===== config.mk =====
export PLATFORM = sky130hd
export DESIGN_NAME = clk_rst_seq
export DESIGN_NICKNAME = d
export VERILOG_FILES = /design/src/rtl/clk_rst_seq.sv
export SDC_FILE = /design/constraint.sdc
export NUM_CORES = 1
export LEC_CHECK = 0
export BUFFER_PORTS_ARGS = -buffer_cell sky130_fd_sc_hd__buf_2
export CAP_MARGIN = 20
export CORE_MARGIN = 8
export CORE_UTILIZATION = 61
export CTS_CLUSTER_DIAMETER = 200
export DETAILED_ROUTE_END_ITERATION = 7
export PLACE_DENSITY = 0.9
export RECOVER_POWER = 100
export SLEW_MARGIN = 25
export SYNTH_ARGS = -nofsm -noshare
export SYNTH_HDL_FRONTEND = slang
export SYNTH_SLANG_ARGS = --single-unit

===== constraint.sdc =====
create_clock -name clk -period 4.3 [get_ports clk]
set_input_delay 0.215 -clock clk [delete_from_list [all_inputs] [get_ports clk]]
set_output_delay 0.215 -clock clk [all_outputs]
set_load 0.05 [all_outputs]

===== src/rtl/clk_rst_seq.sv =====
// Reset sequencer for the clock-generator output side.
// Waits for MMCM lock to be stable, releases peripheral reset, then CPU reset
// after a gap. Loss of lock or a button press re-asserts both resets.
// Runs on the free-running board clock so it keeps working while unlocked.
//
// Ports:
//   clk           board clock (free-running)
//   rst_n         synchronous active-low reset
//   locked_in     MMCM lock status (asynchronous)
//   rst_btn       board reset button, active-high (asynchronous)
//   rst_periph_n  peripheral reset, active-low, registered
//   rst_cpu_n     CPU reset, active-low, registered
//   sys_ready     high only in RUN, registered
//   lock_lost_cnt saturating count of lock-loss events
//   state         current FSM state for debug
module clk_rst_seq #(
  parameter int unsigned LOCK_STABLE_CYCLES = 1024,
  parameter int unsigned STAGE_GAP          = 16
) (
  input  logic       clk,
  input  logic       rst_n,
  input  logic       locked_in,
  input  logic       rst_btn,
  output logic       rst_periph_n,
  output logic       rst_cpu_n,
  output logic       sys_ready,
  output logic [7:0] lock_lost_cnt,
  output logic [1:0] state
);

  localparam int unsigned MAX_CYC = (LOCK_STABLE_CYCLES > STAGE_GAP) ?
                                    LOCK_STABLE_CYCLES : STAGE_GAP;
  // Keep at least one bit so a 1-cycle configuration still elaborates.
  localparam int unsigned CNT_W = (MAX_CYC > 1) ? $clog2(MAX_CYC) : 1;
  localparam logic [CNT_W-1:0] LOCK_LAST = CNT_W'(LOCK_STABLE_CYCLES - 1);
  localparam logic [CNT_W-1:0] GAP_LAST  = CNT_W'(STAGE_GAP - 1);
  localparam logic [7:0]       LLC_MAX   = 8'hFF;

  typedef enum logic [1:0] {
    WAIT_LOCK  = 2'd0,
    STABLE     = 2'd1,
    REL_PERIPH = 2'd2,
    RUN        = 2'd3
  } state_e;

  logic             lock_meta_q, lock_meta_d;
  logic             locked_s_q, locked_s_d;
  logic             btn_meta_q, btn_meta_d;
  logic             btn_s_q, btn_s_d;
  state_e           state_q, state_d;
  logic [CNT_W-1:0] cnt_q, cnt_d;
  logic             rst_periph_n_q, rst_periph_n_d;
  logic             rst_cpu_n_q, rst_cpu_n_d;
  logic             sys_ready_q, sys_ready_d;
  logic [7:0]       lock_lost_cnt_q, lock_lost_cnt_d;
  logic             abort_c;

  // Two-flop synchronizers for the asynchronous inputs.
  always_comb begin
    lock_meta_d = locked_in;
    locked_s_d  = lock_meta_q;
    btn_meta_d  = rst_btn;
    btn_s_d     = btn_meta_q;
  end

  assign abort_c = !locked_s_q || btn_s_q;

  // Next state, stage counter and registered output values.
  always_comb begin
    state_d         = state_q;
    cnt_d           = cnt_q;
    lock_lost_cnt_d = lock_lost_cnt_q;

    case (state_q)
      WAIT_LOCK: begin
        if (!abort_c) state_d = STABLE;
      end
      STABLE: begin
        if (abort_c)                 state_d = WAIT_LOCK;
        else if (cnt_q == LOCK_LAST) state_d = REL_PERIPH;
        else                         cnt_d   = cnt_q + CNT_W'(1);
      end
      REL_PERIPH: begin
        if (abort_c)                state_d = WAIT_LOCK;
        else if (cnt_q == GAP_LAST) state_d = RUN;
        else                        cnt_d   = cnt_q + CNT_W'(1);
      end
      RUN: begin
        if (abort_c) state_d = WAIT_LOCK;
      end
      default: state_d = WAIT_LOCK;
    endcase

    // Every state change restarts the stage counter.
    if (state_d != state_q) cnt_d = '0;

    // Outputs follow the state being entered so they change on the same edge.
    rst_periph_n_d = (state_d == REL_PERIPH) || (state_d == RUN);
    rst_cpu_n_d    = (state_d == RUN);
    sys_ready_d    = (state_d == RUN);

    // Only lock loss outside WAIT_LOCK counts; button-only aborts do not.
    if ((state_q != WAIT_LOCK) && !locked_s_q && (lock_lost_cnt_q != LLC_MAX))
      lock_lost_cnt_d = lock_lost_cnt_q + 8'd1;
  end

  // State and output registers with synchronous reset.
  always_ff @(posedge clk) begin
    if (!rst_n) begin
      lock_meta_q     <= 1'b0;
      locked_s_q      <= 1'b0;
      btn_meta_q      <= 1'b0;
      btn_s_q         <= 1'b0;
      state_q         <= WAIT_LOCK;
      cnt_q           <= '0;
      rst_periph_n_q  <= 1'b0;
      rst_cpu_n_q     <= 1'b0;
      sys_ready_q     <= 1'b0;
      lock_lost_cnt_q <= 8'd0;
    end else begin
      lock_meta_q     <= lock_meta_d;
      locked_s_q      <= locked_s_d;
      btn_meta_q      <= btn_meta_d;
      btn_s_q         <= btn_s_d;
      state_q         <= state_d;
      cnt_q           <= cnt_d;
      rst_periph_n_q  <= rst_periph_n_d;
      rst_cpu_n_q     <= rst_cpu_n_d;
      sys_ready_q     <= sys_ready_d;
      lock_lost_cnt_q <= lock_lost_cnt_d;
    end
  end

  assign rst_periph_n  = rst_periph_n_q;
  assign rst_cpu_n     = rst_cpu_n_q;
  assign sys_ready     = sys_ready_q;
  assign lock_lost_cnt = lock_lost_cnt_q;
  assign state         = state_q;

endmodule

# [Yosys cells after proc, flatten, opt, wreduce, memory -nomap -nowiden]
# Index checks and enable logic that the tools add are counted.
# Widths: inputs -> output; s select.
[word_totals] ff_bits=26 inputBits=4 out_inout_bits=13 word_cells=47
[op_classes] add_sub_neg=2 n_eq_ne=13 muxes=12 bitwise_logic=1 reduce_logical=10
[op_table] op="$mux 10" count=4
[op_table] op="$pmux 10 s2" count=1
[op_table] op="$mux 2" count=6
[op_table] op="$add 10x1->10 const B" count=1
[op_table] op="$eq 10x10->1 const B" count=1
[op_table] op="$eq 10x4->1 const B" count=1
[op_table] op="$add 8x1->8 const B" count=1
[op_table] op="$eq 2x2->1 const B" count=4
[op_table] op="$ne 2x2->1 const B" count=4
[op_table] op="$ne 8x8->1 const B" count=1
[op_table] op="$pmux 2 s4" count=1
[op_table] op="$reduce_and 5->1" count=1
[op_table] op="$reduce_bool 2->1" count=2
[op_table] op="$eq 2x1->1 const B" count=1
[op_table] op="$logic_and 1x1->1" count=2
[op_table] op="$logic_not 2->1" count=1
[op_table] op="$logic_or 1x1->1" count=2
[op_table] op="$ne 2x2->1" count=1
[op_table] op="$reduce_or 2->1" count=1
[op_table] op="$logic_not 1->1" count=1
[op_table] op="$not 1->1" count=1

# [Logic depth before layout (Yosys ltp)]
# Gate-level depths: netlist (run 1).
[logic_depth] word_depth=6 depth_mapped=8 depth_no_buf=7

# [Least setup slack after synthesis (run 1)]
# OpenSTA, ideal clock, no wires.
[synth_path] path_type="register to register" startpoint="reg state_q[0] (netlist: state[0])" endpoint="reg cnt_q[2]" setup_time_ns=0.103 arrival_ns=2.615 t_required_ns=4.197 setup_slack_ns=1.582 path_stages_with_launch=9 n_path_buf=1 period_less_slack_ns=2.718 cell_sequence="dfxtp_1 inv_1 ha_1 or2_2 nor4_4 nor4b_2 a2111o_1 buf_2 a2111oi_2"
[synth_between] elab_chain_len=5 elab_cells_between_ends=20 cone_classes="eq/ne: 8; mux: 8; reduce/logical: 4"
[synth_lines] item="from (decl)" line_no="50" text="state_e state_q, state_d;"
[synth_lines] item="from (signal assigned)" line_no="125" text="state_q <= state_d;"
[synth_lines] item="$mux 2, on equally long branches" line_no="85, 80"
[synth_lines] item="$mux 2, on equally long branches" line_no="84, 79"
[synth_lines] item="$pmux 2 s4" line_no="74" text="case (state_q)"
[synth_lines] item="$ne 2x2->1" line_no="95" text="if (state_d != state_q) cnt_d = '0;"
[synth_lines] item="$reduce_or 2->1 (no line)"
[synth_lines] item="to (signal assigned)" line_no="126" text="cnt_q <= cnt_d;"
[synth_lines] item="to (decl)" line_no="51" text="logic [CNT_W-1:0] cnt_q, cnt_d;"
# Parallel ways exist; a longest one is shown, timed or not.
# A chain may end at the register's enable or synchronous reset.

# [Final worst setup path (run 1)]
[layout_path] startpoint="reg state_q[0] (netlist: state[0])" endpoint="reg cnt_q[3]"
# Same word-level chain as after synthesis.

==> run_results.csv, run 1 <==
group,metric,value,unit
logic_synthesis,synth_edf_count,0,
global_route,grt_use_met1,17.1,%
clocking,post_cts.repair.setup_buffers,0,
global_route,grt_util_met3,3.36,%
sta,finalWorstPathRequiredPeriod,3150,ps
global_route,grt_use_total,14.2,%
die,core.rowCount,17,
detailed_routing,detail_route.drc_violations,0,
critical_path,timing_worst_setup_path_type,"reg2reg",
cells_and_area,post_route_cells_drive_above_1_share,8.07,%
die,die_y,63.5,microns
detailed_routing,vias_per_cell,6.22,
sta,hold_slack,80.8,ps
clocking,latest_clock_arrival_within_the_worst_skew_pair,330,ps
clocking,clock_tree.htree_level_count,1,
logic_synthesis,synth_top_cells_by_area,"sky130_fd_sc_hd__dfxtp_1, sky130_fd_sc_hd__ha_1, sky130_fd_sc_hd__a211oi_1",
power,powerDensity,265,mW/mm^2
clocking,cts.repair.resized,0,
clocking,clk_root_buffer_cell,"sky130_fd_sc_hd__clkbuf_4",
clocking,cts.hold.buffers_added,0,
logic_synthesis,synth.yosys.seq_area_share,36.4,%
cells_and_area,nNetsFinal,173,
sta,rsz0062_at_grt,"false",
die,starting_density_of_the_core,63.4,%
detailed_routing,postRouteAntennaNets,0,
logic_synthesis,synth_area_per_cell,9.48,sq um
logic_synthesis,netlist.area_leader.share,36.4,%
critical_path,crit_reg_reg_startpoint,"state[0]",
critical_path,worst-endpoint-required,4510,ps
clocking,cts_inserted_buffers,3,
cells_and_area,commonest_cells_after_routing_fill_and_taps_aside,"sky130_fd_sc_hd__dfxtp_1, sky130_fd_sc_hd__clkbuf_1, sky130_fd_sc_hd__nor2_1",
sta,relSlewSlack,43.1,%
critical_path,cp.arrival,3360,ps
sta,achievable-frequency,0.317,GHz
logic_synthesis,synthesized_net_count,156,
sta,tightestPinTransition,845,ps
cells_and_area,layout_commonest_cell,"sky130_fd_sc_hd__dfxtp_1",
global_route,grt_pass1_wl,4890,microns
die,fp.dieArea,0.00403,sq mm
placement,dp_cells,185,
sta,fin_setup_tns,0,ps
critical_path,critical_path_peak_fanout,10,
detailed_routing,routed_wirelength,2800,microns
placement,numPortBuffers,16,
logic_synthesis,synthArstFlopShare,0,%
outcome,status,"completed",
global_route,grt_pass1_vias,1134,
global_route,grt.met2_usage,23.4,%
detailed_routing,detail_route.first_pass.iterations,4,
power,irDropWorstVdd,0.181,mV
logic_synthesis,synth_cell_type_count,43,
logic_synthesis,postSynthCellCount,145,
die,floorplan.io_pins,17,
die,core,0.00217,sq mm
sta,finalMaxSlewViolations,0,
sta,setup_viol_count_final,0,
run,timing.max_cap.violations,0,
clocking,cts_tree,"yes",
placement,place_hpwl,2090,microns
detailed_routing,detail_route.iter0.violations,68,
die,dieWidth,63.5,microns
logic_synthesis,postSynth.topFlopCell,"sky130_fd_sc_hd__dfxtp_1",
critical_path,setup.worst_path.end_class,"flip-flop",
logic_synthesis,synth_largest_area_cell,"sky130_fd_sc_hd__dfxtp_1",
worst_hold_path,hp-start,"locked_in",
global_route,initial_antenna_violation_count,0,
logic_synthesis,synth_warn,0,
global_route,grt-ovfl-total,0,
detailed_routing,vias,1175,
sta,fin_crit_sh,73.3,%
power,finalPower,0.376,mW
logic_synthesis,synth.cell_area,0.00138,sq mm
sta,final-hold-violation-count,0,
power,total_leakage_power,0.509,nW
global_route,gr-max-usage-layer,"met2",
sta,finalClockSkew,5.98,ps
detailed_routing,avgRoutedWirePerCell,14.8,microns
cells_and_area,area_growth_syn_to_layout,3.18,%
critical_path,critical_path.startpoint_type,"flip-flop",
cells_and_area,diodes,0,
clocking,cts.reportedPaths.clkPinSlew,150,ps
worst_hold_path,worst_hold_path_type,"in2reg",
clocking,clock_path_buffers,2,
global_route,pin_count_of_the_biggest_net_entering_global_routing,16,
critical_path,crit_path_start,"state[0]",
placement,final_estimated_routing_congestion_in_global_placement,0.923,
clocking,number_of_sinks_handled_by_clock_tree_synthesis,25,
cells_and_area,final_cell_count_no_fill,189,
logic_synthesis,synth.ff_latch_count,25,
registers in the layout (all words and copies together) (netlist names):
name           cells
lock_meta_q        1
state              2
locked_s_q         1
btn_meta_q         1
btn_s_q            1
sys_ready          1
cnt_q             10
lock_lost_cnt      8
cells by family (layout without fill, tap and decap cells):
kind of cell / count (synthesis) / in the layout / synth area share [%]
mux: 1 / 1 / 0.728
buf+inv: 10 / 26 / 3.91
compound gates: 28 / 28 / 15.7
simple gates: 65 / 65 / 31.1
fa+ha+maj: 7 / 7 / 6.37
flops: 25 / 25 / 36.4
xor+xnor: 9 / 9 / 5.73
per-layer routing:
layer	up-vias	share of wire, %	wire, microns
met5	-	0	0
met4	0	1.4	40
met3	6	5.3	148
met2	39	46	1300
met1	562	47	1310
li1	568	-	-
synth_stat cells (3+ instances only):
master and number:
sky130_fd_sc_hd__dfxtp_1 25, sky130_fd_sc_hd__nand3_1 3, sky130_fd_sc_hd__inv_1 5, sky130_fd_sc_hd__nand2_1 4, sky130_fd_sc_hd__xor2_1 4, sky130_fd_sc_hd__o211ai_1 3, sky130_fd_sc_hd__ha_1 7, sky130_fd_sc_hd__nor2_1 12
sky130_fd_sc_hd__nor3_1 4, sky130_fd_sc_hd__and2_1 7, sky130_fd_sc_hd__a211oi_1 7, sky130_fd_sc_hd__o21ai_0 7, sky130_fd_sc_hd__and3_1 6, sky130_fd_sc_hd__nand4_1 8, sky130_fd_sc_hd__xnor2_1 5
stage by stage:
stage	utilization [%]	cell area, sq um	setup slack (ps)
6_report	65.4	1420	1150
5_1_grt	65.4	1420	995
4_1_cts	68.6	1490	1700
3_5_place_dp	67.2	1460	1740
3_3_place_gp	67.2	1460	1880
2_1_floorplan	-	1380	1580
where the power goes:
group | switching [mW] | internal [mW]
combinational | 0.0180 | 0.00898
sequential | 0.00293 | 0.235
clock | 0.0753 | 0.0356
worst max-delay path, cell delays in order, from the launching register on:
cell and delay, ps:
sky130_fd_sc_hd__dfxtp_1 410, sky130_fd_sc_hd__inv_1 150, sky130_fd_sc_hd__ha_1 200, sky130_fd_sc_hd__or4b_2 590, sky130_fd_sc_hd__nor4_1 660, sky130_fd_sc_hd__nor4b_1 440
sky130_fd_sc_hd__a2111o_1 440, sky130_fd_sc_hd__a2111oi_0 120
path summary, 6_finish.rpt:
| check | endpoint | slack, ps | cells past startpoint |
|---|---|---|---|
| hold reg to reg | btn_s_q | 450 | 1 |
| hold / removal | lock_meta_q | 80 | 2 |
| setup reg to reg | cnt_q[3] | 1150 | 7 |
| setup / recovery | cnt_q[3] | 1150 | 7 |
final cells by class:
| class | instances | area (sq um) |
|---|---|---|
| multi-input combinational | 110 | 768 |
| tap | 28 | 35.0 |
| inverter | 6 | 22.5 |
| sequential | 25 | 500 |
| clock buffer | 3 | 22.5 |
| timing repair buffer | 16 | 62.6 |
| clock inverter | 1 | 7.51 |
| fill | 195 | 751 |
(Power assumes the default switching activity.)
==> run 2, diff against run 1 <==
- ABC_AREA: unset -> 1
- CORE_UTILIZATION: 61 -> 57
- PLACE_DENSITY: 0.9 -> 0.85
- clock period: 4.3 -> 3.1 ns (I/O delays scaled with it)
==> run 2 against run 1 <==
Combinational power grew 86%. Via count is 11% higher. Clock skew is 6.9 ps higher. Die area up 15%. Final cell count up 39%. Synthesized area increased by 12%. Non-clock buffer count rose by 2. Critical path type unchanged. Critical endpoint is now cnt_q[8]. Highest routed layer is now met3.
==> run_results.csv, run 2 <==
group,metric,value,unit
outcome,status,"completed",
logic_synthesis,synth.ff_latch_count,25,
sta,final-hold-violation-count,0,
critical_path,worst-endpoint-required,3320,ps
logic_synthesis,synth_area_per_cell,7.12,sq um
sta,finalWorstPathRequiredPeriod,2390,ps
detailed_routing,postRouteAntennaNets,0,
cells_and_area,layout_commonest_cell,"sky130_fd_sc_hd__nand2_1",
critical_path,crit_reg_reg_startpoint,"cnt_q[0]",
global_route,grt-ovfl-total,0,
cells_and_area,largest-register,"cnt_q",
critical_path,r2r-end,"cnt_q[8]",
sta,hold_slack,134,ps
die,fp.dieArea,0.00462,sq mm
die,floorplan.io_pins,17,
cells_and_area,diodes,0,
cells_and_area,nNetsFinal,244,
sta,tightestPinTransition,1150,ps
logic_synthesis,post_synth_mux_area_share,0,%
global_route,pin_count_of_the_biggest_net_entering_global_routing,16,
critical_path,cp_slowest_cell,"sky130_fd_sc_hd__o21ai_1",
placement,numPortBuffers,16,
clocking,cts.repair.resized,0,
logic_synthesis,postSynth.topFlopCell,"sky130_fd_sc_hd__dfxtp_1",
logic_synthesis,postSynthCellCount,216,
logic_synthesis,synth_warn,0,
worst_hold_path,worst_hold_path_type,"in2reg",
critical_path,cp.arrival,2620,ps
clocking,clock_tree.htree_level_count,1,
logic_synthesis,post_synth_fa_ha_maj_area_fraction,5.69,%
detailed_routing,detail_route.iter0.violations,89,
die,dieWidth,68.0,microns
worst_hold_path,hp-start,"rst_n",
clocking,number_of_sinks_handled_by_clock_tree_synthesis,25,
die,core,0.00266,sq mm
critical_path,worst_r2r_path_depth,10,
sta,fin_setup_tns,0,ps
sta,relSlewSlack,22.9,%
logic_synthesis,synth.yosys.seq_area_share,32.5,%
logic_synthesis,synthArstFlopShare,0,%
global_route,grt_pass1_vias,1173,
logic_synthesis,synth-compound-area-share,6.67,%
die,core.rowCount,19,
global_route,grt_use_total,12.8,%
placement,final_estimated_routing_congestion_in_global_placement,0.844,
logic_synthesis,synth.cell_area,0.00154,sq mm
worst_hold_path,min_path_cells,3,
detailed_routing,detail_route.first_pass.iterations,4,
detailed_routing,routed_wirelength,2790,microns
critical_path,critical-path-max-stage-delay,880,ps
sta,fin_crit_sh,77.2,%
sta,finalClockSkew,12.8,ps
logic_synthesis,netlist.area_leader.share,32.5,%
critical_path,setup.worst_path.end_class,"flip-flop",
clocking,post_cts.repair.setup_buffers,0,
clocking,cts_tree,"yes",
die,die_y,68.0,microns
logic_synthesis,synth_top_cells_by_count,"sky130_fd_sc_hd__nand2_1, sky130_fd_sc_hd__inv_1, sky130_fd_sc_hd__dfxtp_1, sky130_fd_sc_hd__nor2_1, sky130_fd_sc_hd__nand3_2",
cells_and_area,fillers,270,
sta,setup_slack,706,ps
clocking,clock_path_buffers,2,
detailed_routing,avgRoutedWirePerCell,10.6,microns
global_route,initial_antenna_violation_count,0,
clocking,latest_clock_arrival_within_the_worst_skew_pair,320,ps
power,irDropWorstVdd,0.288,mV
power,total_leakage_power,0.686,nW
cells_and_area,post_route_cells_drive_above_1_share,12.5,%
critical_path,critical_path.startpoint_type,"flip-flop",
logic_synthesis,synth_largest_area_cell,"sky130_fd_sc_hd__dfxtp_1",
global_route,grt_pass1_wl,4750,microns
worst_hold_path,hold-path-endpoint,"btn_meta_q",
sta,setup_viol_count_final,0,
logic_synthesis,synth_edf_count,0,
logic_synthesis,synth-simple-area-share,39.1,%
cells_and_area,largest_register_ffs,10,
sta,rsz0062_at_grt,"false",
critical_path,crit_path_cell_trace,"ha_1 > inv_1 > nor2_1 > nor3b_1 > o21ai_1 > nand2_4 > nand2_1 > nand2_1 > inv_1 > nor2_1",
clocking,clk_root_buffer_cell,"sky130_fd_sc_hd__clkbuf_4",
cells_and_area,postLayoutCoreUtil,61.2,%
detailed_routing,vias_per_cell,4.98,
critical_path,setup_slack_reg_to_reg,710,ps
sta,achievable-frequency,0.418,GHz
logic_synthesis,main_combinational_cell_family_by_area_after_synthesis,"simple AND/OR/NAND/NOR gates",
critical_path,critical_path_peak_fanout,11,
cells_and_area,commonest_cells_after_routing_fill_and_taps_aside,"sky130_fd_sc_hd__nand2_1, sky130_fd_sc_hd__inv_1, sky130_fd_sc_hd__nor2_1",
logic_synthesis,yosys.cell_count.top_type,"sky130_fd_sc_hd__nand2_1",
clocking,cts.reportedPaths.clkPinSlew,150,ps
die,starting_density_of_the_core,57.8,%
cells_and_area,area_growth_syn_to_layout,5.85,%
detailed_routing,detail_route.drc_violations,0,
logic_synthesis,post_synth_xor_area_fraction,3.98,%
power,powerDensity,325,mW/mm^2
critical_path,timing_worst_setup_path_type,"reg2reg",
sta,finalMaxSlewViolations,0,
run,timing.max_cap.violations,0,
logic_synthesis,synth_top_cells_by_area,"sky130_fd_sc_hd__dfxtp_1, sky130_fd_sc_hd__nand2_1, sky130_fd_sc_hd__inv_1",
detailed_routing,vias,1309,
placement,place_hpwl,2180,microns
placement,placement.setup.worst_slack,1090,ps
clocking,cts_inserted_buffers,3,
logic_synthesis,synth_cell_type_count,30,
logic_synthesis,synthesized_net_count,227,
-- run 2: cell types whose count changed after synthesis, moves of 5 or more --
cell                       delta
sky130_fd_sc_hd__nand3_2     +13
sky130_fd_sc_hd__nor2_1      +13
sky130_fd_sc_hd__nand4_1      -5
sky130_fd_sc_hd__and2_1       -7
sky130_fd_sc_hd__and3_1       -6
sky130_fd_sc_hd__a21oi_1      +7
sky130_fd_sc_hd__nand2_1     +47
sky130_fd_sc_hd__nand3_1      +7
sky130_fd_sc_hd__inv_1       +31
sky130_fd_sc_hd__a211oi_1     -6
-- run 2: how the worst max path moves through the flow --
stage / start / endpoint / slack [ps] / cells after the start
2_1_floorplan: state[1] / lock_lost_cnt[7] / 1120 / 8
3_3_place_gp: cnt_q[0] / cnt_q[1] / 1160 / 10
3_5_place_dp: cnt_q[0] / cnt_q[8] / 1090 / 10
4_1_cts: cnt_q[0] / cnt_q[8] / 1070 / 10
5_1_grt: cnt_q[0] / cnt_q[8] / 520 / 10
6_report: cnt_q[0] / cnt_q[8] / 710 / 10
-- run 2: report_power, final --
group | switching [mW] | internal [mW] | leakage (nW)
Combinational | 0.0356 | 0.0145 | 0.469
Clock | 0.100 | 0.0492 | 0.0139
Sequential | 0.00410 | 0.327 | 0.203
Total | 0.140 | 0.391 | 0.686
-- run 2: cell type report --
| cell class | count | area (sq um) | share of cell area (%) |
|---|---|---|---|
| Timing Repair Buffer | 18 | 83.8 | 5.15 |
| Inverter | 37 | 139 | 8.53 |
| Sequential cell | 25 | 500 | 30.7 |
| Multi-Input combinational cell | 148 | 837 | 51.4 |
| Clock buffer | 3 | 22.5 | 1.38 |
| Tap cell | 31 | 38.8 | 2.38 |
| Clock inverter | 1 | 7.51 | 0.461 |
-- run 2: timing repair --
action	in CTS	in global routing
endpoints found under the setup margin	0	0
hold buffers	2	0
hold endpoints to repair	2	0
-- run 2: critical path, delay by kind of cell, from the launching register on --
kind                       cells  cell delay [ps]
AOI/OAI and AO/OA              1              880
and+or+nand+nor                6              700
adders and majority gates      1              240
buffers and inverters          2              130
DFF                            1              380
-- run 2: metrics by stage --
step	area [sq um]	power [mW]	std cells
after detailed placement	1610	0.387	257
after CTS	1660	0.537	263
after floorplan	1540	0.377	216
final	1630	0.530	263
after global routing	1630	0.555	263
after global placement	1610	0.386	257
-- run 2: cells by family after synthesis --
group	count (synthesis)
fa+ha+maj	7
simple gates	116
compound gates	18
buf+inv	43
flops	25
xor+xnor	7
-- run 2: metal layers --
metal	GRT usage (%)	vias up	part of all wire, %	wire length (microns)
met2	20.3	29	47	1310
met4	6.14	0	0	0
met5	0	-	0	0
met3	1.31	0	4.3	121
li1	-	698	-	-
met1	16.9	582	49	1360
==> run 3, diff against run 2 <==
- ABC_AREA: 1 -> 0
- CORE_UTILIZATION: 57 -> 56
- PLACE_DENSITY: 0.85 -> 0.84
- clock period: 3.1 -> 2.36 ns (I/O delays scaled with it)
==> run 3 against run 2 <==
Via count rose by 0.99%. Clock skew fell by 6.5 ps. Hold slack worse by 84 ps. Sequential power rose by 31%. Critical path type unchanged. Critical endpoint is now cnt_q[3].
==> run_results.csv, run 3 (synthesized netlist as in run 1, its figures left out) <==
group,metric,value,unit
clocking,cts_inserted_buffers,3,
critical_path,critical_path_peak_fanout,6,
global_route,pin_count_of_the_biggest_net_entering_global_routing,16,
cells_and_area,multi_input_area,888,sq um
critical_path,setup.worst_path.end_class,"flip-flop",
detailed_routing,vias_per_cell,6.45,
cells_and_area,postLayoutCoreUtil,68.9,%
detailed_routing,detail_route.drc_violations,0,
cells_and_area,largest-register,"cnt_q",
detailed_routing,detail_route.first_pass.iterations,5,
die,floorplan.io_pins,17,
sta,achievable-frequency,0.431,GHz
clocking,clk_root_buffer_cell,"sky130_fd_sc_hd__clkbuf_4",
cells_and_area,commonest_cells_after_routing_fill_and_taps_aside,"sky130_fd_sc_hd__dfxtp_1, sky130_fd_sc_hd__clkbuf_1, sky130_fd_sc_hd__nor2_1",
sta,finalMaxSlewViolations,0,
critical_path,critical_path.startpoint_type,"flip-flop",
sta,setup_viol_count_final,0,
run,timing.max_cap.violations,0,
clocking,clock_path_buffers,2,
clocking,cts.reportedPaths.clkPinSlew,150,ps
placement,postPlaceCellArea,0.00151,sq mm
critical_path,cp.arrival,2560,ps
placement,place_hpwl,2310,microns
cells_and_area,area_growth_syn_to_layout,20.7,%
clocking,number_of_sinks_handled_by_clock_tree_synthesis,25,
sta,relSlewSlack,56.9,%
power,powerDensity,424,mW/mm^2
critical_path,critical_path.n_buffers_inverters,2,
sta,finalClockSkew,6.36,ps
global_route,gr-max-usage-layer,"met2",
cells_and_area,layout_commonest_cell,"sky130_fd_sc_hd__dfxtp_1",
power,total_leakage_power,0.593,nW
clocking,latest_clock_arrival_within_the_worst_skew_pair,340,ps
cells_and_area,fillers,166,
power,irDropWorstVdd,0.413,mV
critical_path,crit_path_cell_trace,"inv_4 > ha_4 > or4b_4 > nor4_4 > buf_4 > o21ba_4 > nor2_1 > a2111oi_2",
global_route,grt-ovfl-total,0,
cells_and_area,nNetsFinal,187,
sta,fin_crit_sh,98.3,%
die,dieWidth,65.6,microns
detailed_routing,vias,1322,
sta,final-hold-violation-count,0,
cells_and_area,post_route_cells_drive_above_1_share,21.7,%
global_route,grt_pass1_wl,5880,microns
detailed_routing,postRouteAntennaNets,0,
detailed_routing,detail_route.iter0.violations,108,
die,core,0.00241,sq mm
sta,finalWorstPathRequiredPeriod,2320,ps
die,die_y,65.6,microns
detailed_routing,routed_wirelength,3770,microns
cells_and_area,sequential_cell_area,508,sq um
global_route,grt_pass1_vias,1223,
sta,rsz0062_at_grt,"true",
die,fp.dieArea,0.00430,sq mm
placement,final_estimated_routing_congestion_in_global_placement,0.951,
critical_path,timing_worst_setup_path_type,"reg2reg",
die,core.rowCount,18,
detailed_routing,avgRoutedWirePerCell,18.4,microns
global_route,grt.met2_usage,29.5,%
global_route,grt_use_met1,19.6,%
critical_path,cp_slowest_cell,"sky130_fd_sc_hd__or4b_4",
critical_path,worst-endpoint-required,2600,ps
cells_and_area,diodes,0,
clocking,cts_tree,"yes",
global_route,initial_antenna_violation_count,0,
placement,numPortBuffers,16,
global_route,grt_use_total,17.1,%
critical_path,critical-path-max-stage-delay,470,ps
worst_hold_path,worst_hold_path_type,"in2reg",
sta,tightestPinTransition,639,ps
sta,hold_slack,49.9,ps
critical_path,worst_path_dominant_cell_family,"simple AND/OR/NAND/NOR gates",
cells_and_area,postLayoutCellArea,0.00166,sq mm
outcome,status,"completed",
cells_and_area,largest_register_ffs,10,
global_route,grt_util_met3,3.23,%
clocking,clock_tree.htree_level_count,1,
die,starting_density_of_the_core,57.1,%
==> run 3: changes by cell type in the layout (fill, tap and decap cells not counted), sizes merged, moves of 7 or more <==
cell,before,now
a21oi,7,0
and2,0,7
buf,3,13
inv,37,5
nand2,54,4
nand3,24,3
nor2,28,12
==> run 3: cell type report <==
class                   instances  area share (%)
clock buffers                   3            1.36
clock inverters                 1           0.452
inverters                       6            1.51
multi-input cells             112            53.5
flip-flops and latches         25            30.6
well taps                      30            2.26
repair buffers                 28            10.3
==> run 3: worst paths after layout <==
path               startpoint         end  slack, ps  depth (start not counted)
hold reg to reg   lock_meta_q  locked_s_q        460                          1
hold / removal          rst_n  locked_s_q         50                          2
setup reg to reg     state[0]    cnt_q[3]         40                          8
setup / recovery     state[0]    cnt_q[3]         40                          8
==> run 3: through the flow <==
stage / total power, mW / TNS, ps / std cells / setup slack [ps]
CTS: 0.693 / 0 / 198 / 26.2
global route: 0.731 / -399 / 205 / -70.9
detailed placement: 0.494 / -87.1 / 191 / -48.4
floorplan: 0.480 / 0 / 145 / 1.95
global placement: 0.492 / 0 / 191 / 72.6
finish: 0.704 / 0 / 205 / 40.8
==> run 3: power by group <==
group | internal [mW] | switching (mW)
Sequential | 0.427 | 0.00597
Combinational | 0.0240 | 0.0416
Clock | 0.0651 | 0.140
Total | 0.516 | 0.188
==> run 3: repair_timing <==
item | CTS | global route
hold buffers | 2 | 0
pin swaps | 1 | 9
buffers inserted | 0 | 6
cloned | 1 | 1
gates resized for setup | 0 | 12
hold endpoints to repair | 2 | 0
setup endpoints to repair | 8 | 11
==> run 3: routing by layer <==
metal  routed length (microns)  up-vias
met2                      1920       65
li1                          -      605
met4                       131        0
met5                         0        -
met3                       266       16
met1                      1450      636
